===== config.mk =====
export PLATFORM = sky130hd
export DESIGN_NAME = fifo_uart_tx
export DESIGN_NICKNAME = d
export VERILOG_FILES = /design/src/rtl/fifo_uart_tx.sv
export SDC_FILE = /design/constraint.sdc
export NUM_CORES = 1
export LEC_CHECK = 0
export ABC_AREA = 0
export CORE_MARGIN = 1.5
export CORE_UTILIZATION = 25
export CTS_CLUSTER_SIZE = 30
export DETAILED_ROUTE_END_ITERATION = 8
export GPL_TIMING_DRIVEN = 0
export SYNTH_ARGS = -nofsm -noshare
export SYNTH_HDL_FRONTEND = slang
export SYNTH_SLANG_ARGS = --single-unit

===== constraint.sdc =====
create_clock -name clk -period 1.4 [get_ports clk]
set_input_delay 0.35 -clock clk [delete_from_list [all_inputs] [get_ports clk]]
set_output_delay 0.35 -clock clk [all_outputs]
set_load 0.02 [all_outputs]

===== src/rtl/fifo_uart_tx.sv =====
// ---------------------------------------------------------------------------
// fifo_uart_tx
//
// Pops one word at a time from a synchronous FIFO read port and shifts it out
// as an asynchronous serial frame: start bit, WIDTH data bits LSB first,
// optional even-parity bit, then STOP_BITS stop bits. Every bit lasts exactly
// CLKS_PER_BIT clock cycles.
//
// Ports:
//   clk         system clock, rising edge
//   res         asynchronous active-high reset
//   en          transmit enable, only looked at while idle
//   fifo_empty  FIFO empty flag
//   fifo_rdata  FIFO read data, valid the cycle after a sampled fifo_rd_en
//   fifo_rd_en  registered one-cycle pop request
//   tx          serial line, idles high
//   busy        high whenever a frame is in progress (state != IDLE)
//   frame_done  one-cycle pulse on the last cycle of the final stop bit
// ---------------------------------------------------------------------------
module fifo_uart_tx #(
    parameter int WIDTH        = 8,
    parameter int CLKS_PER_BIT = 16,
    parameter int PARITY_EN    = 0,
    parameter int STOP_BITS    = 1
) (
    input  logic             clk,
    input  logic             res,
    input  logic             en,
    input  logic             fifo_empty,
    input  logic [WIDTH-1:0] fifo_rdata,
    output logic             fifo_rd_en,
    output logic             tx,
    output logic             busy,
    output logic             frame_done
);

    localparam int CNT_W = $clog2(CLKS_PER_BIT);
    localparam int BIT_W = (WIDTH > 1) ? $clog2(WIDTH) : 1;

    localparam logic [CNT_W-1:0] CNT_LAST = CNT_W'(CLKS_PER_BIT - 1);
    localparam logic [BIT_W-1:0] BIT_LAST = BIT_W'(WIDTH - 1);

    generate
        if (CLKS_PER_BIT < 2) begin : g_bad_cpb
            $error("fifo_uart_tx: CLKS_PER_BIT must be >= 2");
        end
        if (STOP_BITS != 1 && STOP_BITS != 2) begin : g_bad_stop
            $error("fifo_uart_tx: STOP_BITS must be 1 or 2");
        end
    endgenerate

    typedef enum logic [2:0] {
        S_IDLE,
        S_REQ,
        S_LOAD,
        S_START,
        S_DATA,
        S_PARITY,
        S_STOP
    } state_t;

    state_t            r_state;
    logic              r_rd_en;
    logic              r_tx;
    logic [CNT_W-1:0]  r_cnt;
    logic [BIT_W-1:0]  r_bit;
    logic [WIDTH-1:0]  r_shift;
    logic              r_parity;
    logic              r_stop;

    state_t            w_state;
    logic              w_rd_en;
    logic              w_tx;
    logic [CNT_W-1:0]  w_cnt;
    logic [BIT_W-1:0]  w_bit;
    logic [WIDTH-1:0]  w_shift;
    logic              w_parity;
    logic              w_stop;

    logic              w_bit_end;
    logic              w_last_stop;
    logic [WIDTH-1:0]  w_shr;

    assign w_bit_end   = (r_cnt == CNT_LAST);
    // With a single stop bit the first stop bit is also the last one.
    assign w_last_stop = (STOP_BITS < 2) || r_stop;
    assign w_shr       = r_shift >> 1;

    always_ff @(posedge clk or posedge res) begin
        if (res) begin
            r_state  <= S_IDLE;
            r_rd_en  <= 1'b0;
            r_tx     <= 1'b1;
            r_cnt    <= '0;
            r_bit    <= '0;
            r_shift  <= '0;
            r_parity <= 1'b0;
            r_stop   <= 1'b0;
        end else begin
            r_state  <= w_state;
            r_rd_en  <= w_rd_en;
            r_tx     <= w_tx;
            r_cnt    <= w_cnt;
            r_bit    <= w_bit;
            r_shift  <= w_shift;
            r_parity <= w_parity;
            r_stop   <= w_stop;
        end
    end

    always_comb begin
        w_state  = r_state;
        w_rd_en  = 1'b0;
        w_tx     = r_tx;
        w_cnt    = r_cnt;
        w_bit    = r_bit;
        w_shift  = r_shift;
        w_parity = r_parity;
        w_stop   = r_stop;

        // Baud counter free-runs 0..CLKS_PER_BIT-1 while a bit is on the line.
        if (r_state == S_START || r_state == S_DATA ||
            r_state == S_PARITY || r_state == S_STOP) begin
            w_cnt = w_bit_end ? '0 : r_cnt + 1'b1;
        end

        case (r_state)
            S_IDLE: begin
                w_tx = 1'b1;
                if (en && !fifo_empty) begin
                    w_rd_en = 1'b1;
                    w_state = S_REQ;
                end
            end

            // The FIFO pops on the edge leaving this state; data is ready in LOAD.
            S_REQ: begin
                w_state = S_LOAD;
            end

            S_LOAD: begin
                w_shift  = fifo_rdata;
                w_parity = ^fifo_rdata;
                w_tx     = 1'b0;
                w_cnt    = '0;
                w_bit    = '0;
                w_stop   = 1'b0;
                w_state  = S_START;
            end

            S_START: begin
                if (w_bit_end) begin
                    w_tx    = r_shift[0];
                    w_state = S_DATA;
                end
            end

            S_DATA: begin
                if (w_bit_end) begin
                    if (r_bit == BIT_LAST) begin
                        if (PARITY_EN != 0) begin
                            w_tx    = r_parity;
                            w_state = S_PARITY;
                        end else begin
                            w_tx    = 1'b1;
                            w_state = S_STOP;
                        end
                    end else begin
                        w_bit   = r_bit + 1'b1;
                        w_shift = w_shr;
                        w_tx    = w_shr[0];
                    end
                end
            end

            S_PARITY: begin
                if (w_bit_end) begin
                    w_tx    = 1'b1;
                    w_state = S_STOP;
                end
            end

            S_STOP: begin
                w_tx = 1'b1;
                if (w_bit_end) begin
                    if (w_last_stop) begin
                        w_state = S_IDLE;
                    end else begin
                        w_stop = 1'b1;
                    end
                end
            end

            default: begin
                w_tx    = 1'b1;
                w_state = S_IDLE;
            end
        endcase
    end

    assign fifo_rd_en = r_rd_en;
    assign tx         = r_tx;
    assign busy       = (r_state != S_IDLE);
    assign frame_done = (r_state == S_STOP) && w_bit_end && w_last_stop;

endmodule

==> out/summary.txt, run 1 <==
Status: finished, violations left
Failing checks: negative setup slack
Post-synthesis cell count: 116
First-pass GRT wire length: 4.83 mm
Antenna violation net count after detailed routing: 0
Total GRT Usage: 12.0%
Total grt overflow: 0
Initial antenna violation count: 0
Worst-skew pair later-pin latency: 260 ps
Total CTS buffers: 3
Clock root cell: clkbuf_8
Combinational power share: 5.9%
Area leader, netlist: dfrtp_1
Fin worst setup slack: -291 ps
Die area: 4920 sq um
Largest net degree at the start of global routing: 21
Post-synth EDFFs: 0
Syn nets: 131
Final period util: 121%
Synth top area share: 42.2%
Post-route minimum period: 1690 ps
I/O pins: 16
Maximum vdd drop: 0.000516 V
Clock input transition at the sequential cells of the worst setup and hold paths: 70 ps
Vias: 995
Final Max Tran Viols: 0
CTS Buffer Depth: 2
CP max stage cell: dfrtp_1
Crit. path cell count: 3
Cells on worst reg2reg path: 7
Power Total: 1.06 mW
Fmax: 0.591 GHz
Critical Path RT: 1050 ps
Sequential Power Share: 56.4%
Fin Clk Skew: 4.33 ps
Worst Path Arrival: 1340 ps
Sw Share: 21.5%
Lkg Pwr: 0.696 nW
Setup-failing EPs final: 16
Fin nets: 161
CTS Sinks: 20
Crit path cell chain: buf_4 > or3_1 > buf_6
CP Capture Type: output pin
Number of max-cap violations: 0
Syn Area/Cell: 9.71 sq um
Cell variety after synth: 37
CTS Hold Bufs: 0
Placeable core area: 4350 sq um
Pwr dens: 683 nW/um^2
Critical path's largest stage delay: 380 ps
Clock Power Share: 37.6%
Most frequent cells in the layout: 16 x dfrtp_1, 12 x nand2_1, 11 x clkdlybuf4s50_1
Syn Std Cell Area: 1130 sq um
Slew @ Worst Pin: 766 ps
Vias/cell: 5.05
RePlAce Congestion: 0.852
P_sw: 0.227 mW
Synth warn: 0
DP HPWL: 1.83 mm
DRT Pass-1 Iters: 4
Starting Density: 25.9%
Ys async rst share: 100%
Top cells by area, synth: dfrtp_1 42%, mux2i_1 7.1%, o21ai_0 6.7%
H-tree lvl count: 1
Main synth FF type: dfrtp_1
Final Hold Viols: 0
CTS tree: yes
Fillers: 424
Seq/Total Area, Yosys: 44.6%
Number of global-route vias before repair: 1041
Cell family with most CP delay: flip-flops
Worst hold path type: reg -> reg
Pre-CTS setup slack: -755 ps
Worst slew margin: 48.9%
RSZ-0062 raised after global routing: true
Commonest non-fill, non-tap cell in the layout: dfrtp_1
Setup_tns: -2620 ps
Kind of critical path: reg -> out
DRC: 0
Share of cells above drive strength 1: 27.6%
Final wirelength: 2.69 mm
Seq cells post-synth: 20
Drt wl/cell: 13.7 microns
Port Buffer Count: 15
Antenna cells: 0
Cell internal pwr: 0.831 mW
Critical path fanouts, max: 10
Synth-to-Final Area Change: 37.6%
Die Span Y: 70.1 microns
Hold Path Stages: 2
FP Rows: 24
Die width: 70.1 microns
CP startpoint kind: register
CP bufs+invs: 2
Initial drt markers: 39
state kept, by name, summed over array words and instances, names as in the netlist:
register and flops:
fifo_rd_en 1, r_bit 3, r_cnt 4, r_shift 8
r_state 3, tx 1
logic make-up (layout without fill, tap and decap cells):
logic type                 after synthesis  in the layout  share of synthesized area (%)
AOI/OAI and AO/OA                       39             39                           23.8
muxes                                    8              8                           7.11
buffers and inverters                   12             41                           5.78
DFF                                     20             20                           44.6
and+or+nand+nor                         34             34                           15.4
adders and majority gates                3              3                           3.33
tightest hold or removal path, delay by kind of cell (launching register included):
kind,cells,cell delay (ps)
AOI/OAI and AO/OA,1,50
DFF,1,350
and+or+nand+nor,1,60
layer usage:
layer  GRT usage [%]  wire length, microns  up-vias
met5               0                     0        -
met4            3.85                    13        0
met3            2.45                   138        2
met2            21.1                  1400       36
met1            14.8                  1140      469
li1                -                     -      488
synthesized netlist by cell type, types with 2 or more instances:
library cell / number
mux2i_1: 8
o21ai_0: 15
buf_2: 4
nor3b_1: 2
nor2_1: 5
a21oi_1: 5
nand3_1: 4
buf_6: 2
ha_1: 3
a31oi_1: 2
inv_1: 5
o31ai_1: 2
a32oi_1: 2
a22o_1: 2
nand2_1: 13
nor3_1: 2
o211ai_1: 2
dfrtp_1: 19
final timing paths:
check	start	to	slack [ps]
hold / removal	r_shift[3]$_DFFE_PP0P_	r_shift[3]$_DFFE_PP0P_	500
max in group asynchronous	res	r_cnt[0]$_DFFE_PP0P_	340
hold reg to reg	r_shift[3]$_DFFE_PP0P_	r_shift[3]$_DFFE_PP0P_	500
setup reg to reg	r_cnt[0]$_DFFE_PP0P_	r_shift[1]$_DFFE_PP0P_	-200
setup / recovery	r_state[2]$_DFFE_PP0P_	busy	-290
min in group asynchronous	res	r_cnt[3]$_DFFE_PP0P_	530
stage by stage:
stage	util [%]	instance area, sq um	hold slack, ps	std cells
finish	35.6	1550	497	197
global placement	32.1	1400	475	183
CTS	35.0	1520	501	195
floorplan	-	1180	313	116
global route	35.6	1550	515	197
detailed placement	32.1	1400	482	183
repair_timing:
| action | in CTS | in global routing |
|---|---|---|
| resized for setup | 27 | 4 |
| endpoints found under the setup margin | 17 | 20 |
| pin swaps | 5 | 3 |
| cloned | 1 | 0 |
| setup buffers | 8 | 2 |
| hold endpoints to repair | 0 | 0 |
power by group through the flow:
stage / Sequential (mW) / Clock, mW / Combinational, mW
floorplan: 0.608 / 0 / 0.0224
global placement: 0.608 / 0 / 0.0625
detailed placement: 0.608 / 0 / 0.0644
CTS: 0.597 / 0.414 / 0.0651
global route: 0.599 / 0.447 / 0.0708
finish: 0.597 / 0.398 / 0.0628
cell type report:
type | count | area [sq um] | share of cell area [%]
plain buffers | 6 | 45.0 | 2.91
clock buffers | 4 | 45.0 | 2.91
inverters | 5 | 18.8 | 1.21
multi-input cells | 84 | 629 | 40.6
flip-flops and latches | 20 | 505 | 32.6
well taps | 52 | 65.1 | 4.20
repair buffers | 26 | 240 | 15.5
Power figures use the tool's default switching activity.
==> run 2, diff against run 1 <==
--- a/config.mk
+++ b/config.mk
@@ -11,6 +11,7 @@
 export CTS_CLUSTER_SIZE = 30
 export DETAILED_ROUTE_END_ITERATION = 8
 export GPL_TIMING_DRIVEN = 0
+export PLACE_DENSITY = 0.54
 export SYNTH_ARGS = -nofsm -noshare
 export SYNTH_HDL_FRONTEND = slang
 export SYNTH_SLANG_ARGS = --single-unit
==> run 2 against run 1 <==
  * Register-to-register slack lost 30 ps
  * Count of clock-buffer cells in the layout is the same
  * Highest routed layer unchanged
  * Global-route usage grew 0.37 points
  * Core utilization grew 1.8 points
  * Clock skew grew 2.8 ps
  * Combinational power grew 1%
  * First-iteration DRC count grew 130%
  * The flow still finishes with violations (negative setup slack)
  * Sequential cell count is the same
  * Worst hold slack gained 5.4 ps
  * Sequential power is essentially flat
  * Total power grew 5.1%
==> out/summary.txt, run 2 (synthesized netlist as in run 1, its figures left out) <==
Fmax: 0.599 GHz (was 0.591 GHz)
Antenna violation net count after detailed routing: 0 (unchanged)
Largest net degree at the start of global routing: 21 (unchanged)
Hold Path Stages: 2 (unchanged)
CP bufs+invs: 1 (was 2)
CP max stage cell: dfrtp_2 (was dfrtp_1)
Share of cells above drive strength 1: 31.1% (was 27.6%)
Failing checks: negative setup slack (unchanged)
Vias: 1009 (was 995)
Final instance area: 1630 sq um (was 1550 sq um)
Initial antenna violation count: 0 (unchanged)
Slew @ Worst Pin: 794 ps (was 766 ps)
Worst Path Arrival: 1320 ps (was 1340 ps)
Number of global-route vias before repair: 1059 (was 1041)
Initial drt markers: 89 (was 39)
Biggest regs: r_shift: 8 flops, r_cnt: 4 flops (unchanged)
R2r setup slk: -230 ps (was -200 ps)
Hold Slack: 502 ps (was 497 ps)
Placeable core area: 4350 sq um (unchanged)
Final Max Tran Viols: 0 (unchanged)
Max FFs per register: 8 (unchanged)
Fin nets: 164 (was 161)
Final Hold Viols: 0 (unchanged)
FF-to-FF End: r_shift[7]$_DFFE_PP0P_ (was r_shift[1]$_DFFE_PP0P_)
Crit path cell chain: ha_4 > and3_4 > nand2_4 > nor3_4 > buf_6 (was buf_4 > or3_1 > buf_6)
Setup-failing EPs final: 14 (was 16)
Status: finished, violations left (unchanged)
Die width: 70.1 microns (unchanged)
Vias/cell: 5.05 (about the same)
DRC: 0 (unchanged)
FP Rows: 24 (unchanged)
Cell family with most CP delay: flip-flops (unchanged)
Cells on worst reg2reg path: 6 (was 7)
Total CTS buffers: 3 (unchanged)
CTS Buffer Depth: 2 (unchanged)
Port Buffer Count: 15 (unchanged)
I/O pins: 16 (unchanged)
CTS Sinks: 20 (unchanged)
Multi-input gate area: 644 sq um (was 629 sq um)
Total GRT Usage: 12.4% (was 12.0%)
Drt wl/cell: 14.4 microns (was 13.7 microns)
Clock root cell: clkbuf_8 (unchanged)
Critical path's largest stage delay: 390 ps (was 380 ps)
Maximum vdd drop: 0.000463 V (was 0.000516 V)
DP Area: 1400 sq um (unchanged)
Fin util: 37.4% (was 35.6%)
Most frequent cells in the layout: 14 x dfrtp_1, 12 x nand2_1, 11 x clkdlybuf4s50_1 (was 16 x dfrtp_1, 12 x nand2_1, 11 x clkdlybuf4s50_1)
Most flop-heavy register: r_shift (unchanged)
Post-route minimum period: 1670 ps (was 1690 ps)
Worst-skew pair later-pin latency: 260 ps (about the same)
Commonest non-fill, non-tap cell in the layout: dfrtp_1 (unchanged)
Fillers: 423 (was 424)
Setup_tns: -3030 ps (was -2620 ps)
Worst Hold Launch: r_shift[0]$_DFFE_PP0P_ (was r_shift[3]$_DFFE_PP0P_)
RSZ-0062 raised after global routing: true (unchanged)
CTS tree: yes (unchanged)
Synth-to-Final Area Change: 44.6% (was 37.6%)
Final wirelength: 2.87 mm (was 2.69 mm)
Worst slew margin: 47.0% (was 48.9%)
Critical path fanouts, max: 2 (was 10)
RePlAce Congestion: 0.850 (was 0.852)
Fin Clk Skew: 7.09 ps (was 4.33 ps)
Antenna cells: 0 (unchanged)
Die Span Y: 70.1 microns (unchanged)
Pwr dens: 683 nW/um^2 (about the same)
Starting Density: 25.9% (unchanged)
Power Total: 1.11 mW (was 1.06 mW)
Fin worst setup slack: -268 ps (was -291 ps)
CP Capture Type: output pin (unchanged)
Critical R2R Launch: r_bit[1]$_DFFE_PP0P_ (was r_cnt[0]$_DFFE_PP0P_)
CP startpoint kind: register (unchanged)
Number of max-cap violations: 0 (unchanged)
DP HPWL: 1.84 mm (was 1.83 mm)
H-tree lvl count: 1 (unchanged)
Final period util: 119% (was 121%)
Clock input transition at the sequential cells of the worst setup and hold paths: 80 ps (was 70 ps)
Kind of critical path: reg -> out (unchanged)
Lkg Pwr: 0.724 nW (was 0.696 nW)
Total grt overflow: 0 (unchanged)
First-pass GRT wire length: 4.86 mm (was 4.83 mm)
Critical Path RT: 1050 ps (about the same)
Die area: 4920 sq um (unchanged)
Worst hold path type: reg -> reg (unchanged)
Register area: 508 sq um (was 505 sq um)
DRT Pass-1 Iters: 6 (was 4)
Hold Crit Endpoint: r_shift[0]$_DFFE_PP0P_ (was r_shift[3]$_DFFE_PP0P_)
==> run 2: cell types whose count changed in the layout (fill, tap and decap cells not counted), sizes merged <==
cell / change
buf: +3
==> run 2: what timing repair did <==
action,in CTS,in global routing
setup buffers,12,1
gates cloned,1,0
endpoints found under the setup margin,18,16
pin swaps,3,1
hold buffers,0,0
resized for setup,30,12
==> run 2: layout make-up <==
class                   instances  share of cell area (%)
multi-input cells              84                    39.6
flip-flops and latches         20                    31.2
plain buffers                   6                    3.54
inverters                       5                    1.15
clock buffers                   4                    3.38
well taps                      52                    4.00
repair buffers                 29                    17.1
==> run 2: per-layer routing <==
| layer | wire length [microns] | vias up | part of all wire, % | GRT usage, % |
|---|---|---|---|---|
| met3 | 127 | 4 | 4.4 | 3.46 |
| met5 | 0 | - | 0 | 0 |
| met4 | 32 | 0 | 1.1 | 4.06 |
| met1 | 1280 | 487 | 45 | 14.9 |
| li1 | - | 490 | - | - |
| met2 | 1430 | 28 | 50 | 21.3 |
==> run 2: worst max-delay path by stage <==
stage | slack, ps | start | depth (start not counted) | endpoint
3_5_place_dp | -740 | r_cnt[1]$_DFFE_PP0P_ | 6 | frame_done
6_report | -270 | r_cnt[0]$_DFFE_PP0P_ | 5 | frame_done
3_3_place_gp | -710 | r_cnt[1]$_DFFE_PP0P_ | 6 | frame_done
5_1_grt | -320 | r_cnt[0]$_DFFE_PP0P_ | 5 | frame_done
2_1_floorplan | -140 | r_cnt[1]$_DFFE_PP0P_ | 5 | frame_done
4_1_cts | -280 | r_cnt[0]$_DFFE_PP0P_ | 5 | frame_done
==> run 2: stage by stage <==
stage / std cells / worst slack, ps
final: 200 / -268
after global routing: 200 / -320
after CTS: 199 / -279
after detailed placement: 183 / -735
after global placement: 183 / -711
after floorplan: 116 / -137
==> run 2: report_power, final <==
group / switching, mW / leakage [nW] / total, mW / internal, mW
sequential: 0.00729 / 0.227 / 0.597 / 0.590
combinational: 0.0251 / 0.468 / 0.0636 / 0.0384
clock: 0.201 / 0.0288 / 0.452 / 0.251
==> run 2: worst reg2reg max path, cell delays in order, from the launching register on <==
cell and delay [ps]:
dfrtp_1 390, ha_2 200, ha_4 160, and4b_2 340, a22oi_4 110, buf_6 140
a32o_1 190
==> run 3, diff against run 2 <==
--- a/config.mk
+++ b/config.mk
@@ -7,11 +7,11 @@
 export LEC_CHECK = 0
 export ABC_AREA = 0
 export CORE_MARGIN = 1.5
-export CORE_UTILIZATION = 25
+export CORE_UTILIZATION = 35
 export CTS_CLUSTER_SIZE = 30
 export DETAILED_ROUTE_END_ITERATION = 8
 export GPL_TIMING_DRIVEN = 0
-export PLACE_DENSITY = 0.54
+export PLACE_DENSITY = 0.67
 export SYNTH_ARGS = -nofsm -noshare
 export SYNTH_HDL_FRONTEND = slang
 export SYNTH_SLANG_ARGS = --single-unit
==> run 3 against run 2 <==
  * The flow still finishes with violations (negative setup slack)
  * Count of clock-buffer cells in the layout fell by 1
  * Core utilization increased by 16 points
  * Critical path depth unchanged
  * Global-route usage up 3.9 points
  * Register-to-register slack got worse by 20 ps
  * Maximum frequency fell by 3.3%
  * Sequential share of layout area down 0.14 points
  * Largest cell class unchanged
==> out/summary.txt, run 3 (synthesized netlist as in run 1, its figures left out) <==
Most flop-heavy register: r_shift (unchanged)
Most frequent cells in the layout: 15 x buf_4, 14 x dfrtp_1, 11 x nand2_1, 11 x clkdlybuf4s50_1, 9 x buf_6 (was 14 x dfrtp_1, 12 x nand2_1, 11 x clkdlybuf4s50_1)
Slew @ Worst Pin: 788 ps (was 794 ps)
Met1 GRT Util: 21.7% (was 14.9%)
Lkg Pwr: 0.748 nW (was 0.724 nW)
Setup_tns: -3070 ps (was -3030 ps)
Clock root cell: clkbuf_4 (was clkbuf_8)
P_sw: 0.233 mW (about the same)
Failing checks: negative setup slack (unchanged)
Starting Density: 36.9% (was 25.9%)
Number of max-cap violations: 0 (unchanged)
Antenna violation net count after detailed routing: 0 (unchanged)
Share of cells above drive strength 1: 36.2% (was 31.1%)
Max FFs per register: 8 (unchanged)
Total CTS buffers: 3 (unchanged)
Clock input transition at the sequential cells of the worst setup and hold paths: 130 ps (was 80 ps)
Sequential Power Share: 51.9% (was 53.7%)
Final period util: 123% (was 119%)
Register area: 508 sq um (unchanged)
Fin worst setup slack: -325 ps (was -268 ps)
Kind of critical path: reg -> out (unchanged)
Die width: 59.7 microns (was 70.1 microns)
CTS Hold Bufs: 0 (unchanged)
Critical Path RT: 1050 ps (about the same)
R2r setup slk: -250 ps (was -230 ps)
DRC: 0 (unchanged)
Met2 Use GR: 27.2% (was 21.3%)
Worst Path Arrival: 1380 ps (was 1320 ps)
Drt wl/cell: 14.6 microns (was 14.4 microns)
Initial drt markers: 63 (was 89)
Worst hold path type: in -> async (was reg -> reg)
Die Span Y: 59.7 microns (was 70.1 microns)
FF-to-FF End: tx$_DFFE_PP1P_ (was r_shift[7]$_DFFE_PP0P_)
CP max stage cell: dfrtp_2 (unchanged)
Critical R2R Launch: r_bit[1]$_DFFE_PP0P_ (unchanged)
CP startpoint kind: register (unchanged)
Die area: 3570 sq um (was 4920 sq um)
CTS Sinks: 20 (unchanged)
RSZ-0062 raised after global routing: true (unchanged)
DP HPWL: 1.73 mm (was 1.84 mm)
Pwr dens: 704 nW/um^2 (was 683 nW/um^2)
Fin nets: 168 (was 164)
Largest net degree at the start of global routing: 21 (unchanged)
Synth-to-Final Area Change: 45.2% (was 44.6%)
Cell internal pwr: 0.919 mW (was 0.879 mW)
I/O pins: 16 (unchanged)
Number of global-route vias before repair: 970 (was 1059)
Vias/cell: 5.43 (was 5.05)
CTS tree: yes (unchanged)
Fmax: 0.580 GHz (was 0.599 GHz)
CP bufs+invs: 1 (unchanged)
Grt met3 use: 1.52% (was 3.46%)
Multi-input gate area: 653 sq um (was 644 sq um)
Maximum vdd drop: 0.000293 V (was 0.000463 V)
Clock Power Share: 42.5% (was 40.6%)
Crit path cell chain: ha_4 > and3_4 > nand2_4 > nor3_4 > buf_6 (unchanged)
Initial antenna violation count: 0 (unchanged)
Cell family with most CP delay: flip-flops (unchanged)
Gr busiest metal: met2 (unchanged)
Placeable core area: 3050 sq um (was 4350 sq um)
Total grt overflow: 0 (unchanged)
DRT Pass-1 Iters: 6 (unchanged)
Commonest non-fill, non-tap cell in the layout: buf_4 (was dfrtp_1)
Vias: 1064 (was 1009)
First-pass GRT wire length: 4.42 mm (was 4.86 mm)
Critical path's largest stage delay: 410 ps (was 390 ps)
Worst-skew pair later-pin latency: 310 ps (was 260 ps)
Fillers: 288 (was 423)
CTS Buffer Depth: 2 (unchanged)
Critical path fanouts, max: 2 (unchanged)
Final Max Tran Viols: 0 (unchanged)
Fin Clk Skew: 5.69 ps (was 7.09 ps)
CP Capture Type: output pin (unchanged)
Setup-failing EPs final: 15 (was 14)
Total GRT Usage: 16.3% (was 12.4%)
Worst slew margin: 47.4% (was 47.0%)
Final Hold Viols: 0 (unchanged)
Combinational power share: 5.6% (was 5.7%)
Power Total: 1.15 mW (was 1.11 mW)
FP Rows: 20 (was 24)
Antenna cells: 0 (unchanged)
Sw Share: 20.2% (was 21.0%)
RePlAce Congestion: 0.850 (about the same)
Post-route minimum period: 1730 ps (was 1670 ps)
Final wirelength: 2.85 mm (was 2.87 mm)
Status: finished, violations left (unchanged)
H-tree lvl count: 1 (unchanged)
Cells on worst reg2reg path: 7 (was 6)
Biggest regs: r_shift: 8 flops, r_cnt: 4 flops (unchanged)
Port Buffer Count: 15 (unchanged)
run 3: changes by cell type in the layout (fill, tap and decap cells not counted), sizes merged:
cell	previous run	this run
bufinv	0	1
clkbuf	5	3
buf	22	27
run 3: routing by layer:
metal	share of wire [%]	vias up
li1	-	504
met1	40	505
met2	51	41
met3	5.0	14
met4	3.3	0
met5	0	-
run 3: repair_timing:
action	in CTS	in global routing
buffers inserted	12	5
pin swaps	4	5
endpoints found under the setup margin	17	18
gates cloned	1	0
gates resized for setup	27	18
run 3: metrics by stage:
step | std cells | hold slack (ps) | instance area [sq um] | worst slack, ps | util, %
after floorplan | 116 | 313 | 1180 | -137 | -
after global placement | 175 | 471 | 1390 | -682 | 45.5
after detailed placement | 175 | 483 | 1390 | -725 | 45.5
after CTS | 191 | 492 | 1550 | -341 | 50.7
after global routing | 196 | 549 | 1640 | -378 | 53.6
final | 196 | 467 | 1640 | -325 | 53.6
run 3: power by group through the flow:
stage | Combinational, mW | Sequential, mW | Clock (mW)
2_1_floorplan | 0.0224 | 0.608 | 0
3_3_place_gp | 0.0621 | 0.607 | 0
3_5_place_dp | 0.0642 | 0.608 | 0
4_1_cts | 0.0629 | 0.597 | 0.491
5_1_grt | 0.0705 | 0.600 | 0.506
6_report | 0.0641 | 0.598 | 0.490
run 3: worst max-delay path by stage:
stage                           start          to  slack (ps)  cells after the start
2_1_floorplan    r_cnt[1]$_DFFE_PP0P_  frame_done        -140                      5
3_3_place_gp     r_cnt[1]$_DFFE_PP0P_  frame_done        -680                      6
3_5_place_dp     r_cnt[1]$_DFFE_PP0P_  frame_done        -730                      6
4_1_cts        r_state[0]$_DFFE_PP0P_  frame_done        -340                      3
5_1_grt          r_cnt[0]$_DFFE_PP0P_  frame_done        -380                      5
6_report         r_cnt[0]$_DFFE_PP0P_  frame_done        -330                      5
run 3: area by class of cell:
type,count,share of cell area [%]
Buffer,6,3.37
Clock inverter,1,1.84
Multi-Input combinational cell,84,39.9
Inverter,5,1.15
Timing Repair Buffer,33,17.9
Sequential cell,20,31.1
Clock buffer,3,1.38
Tap cell,44,3.37
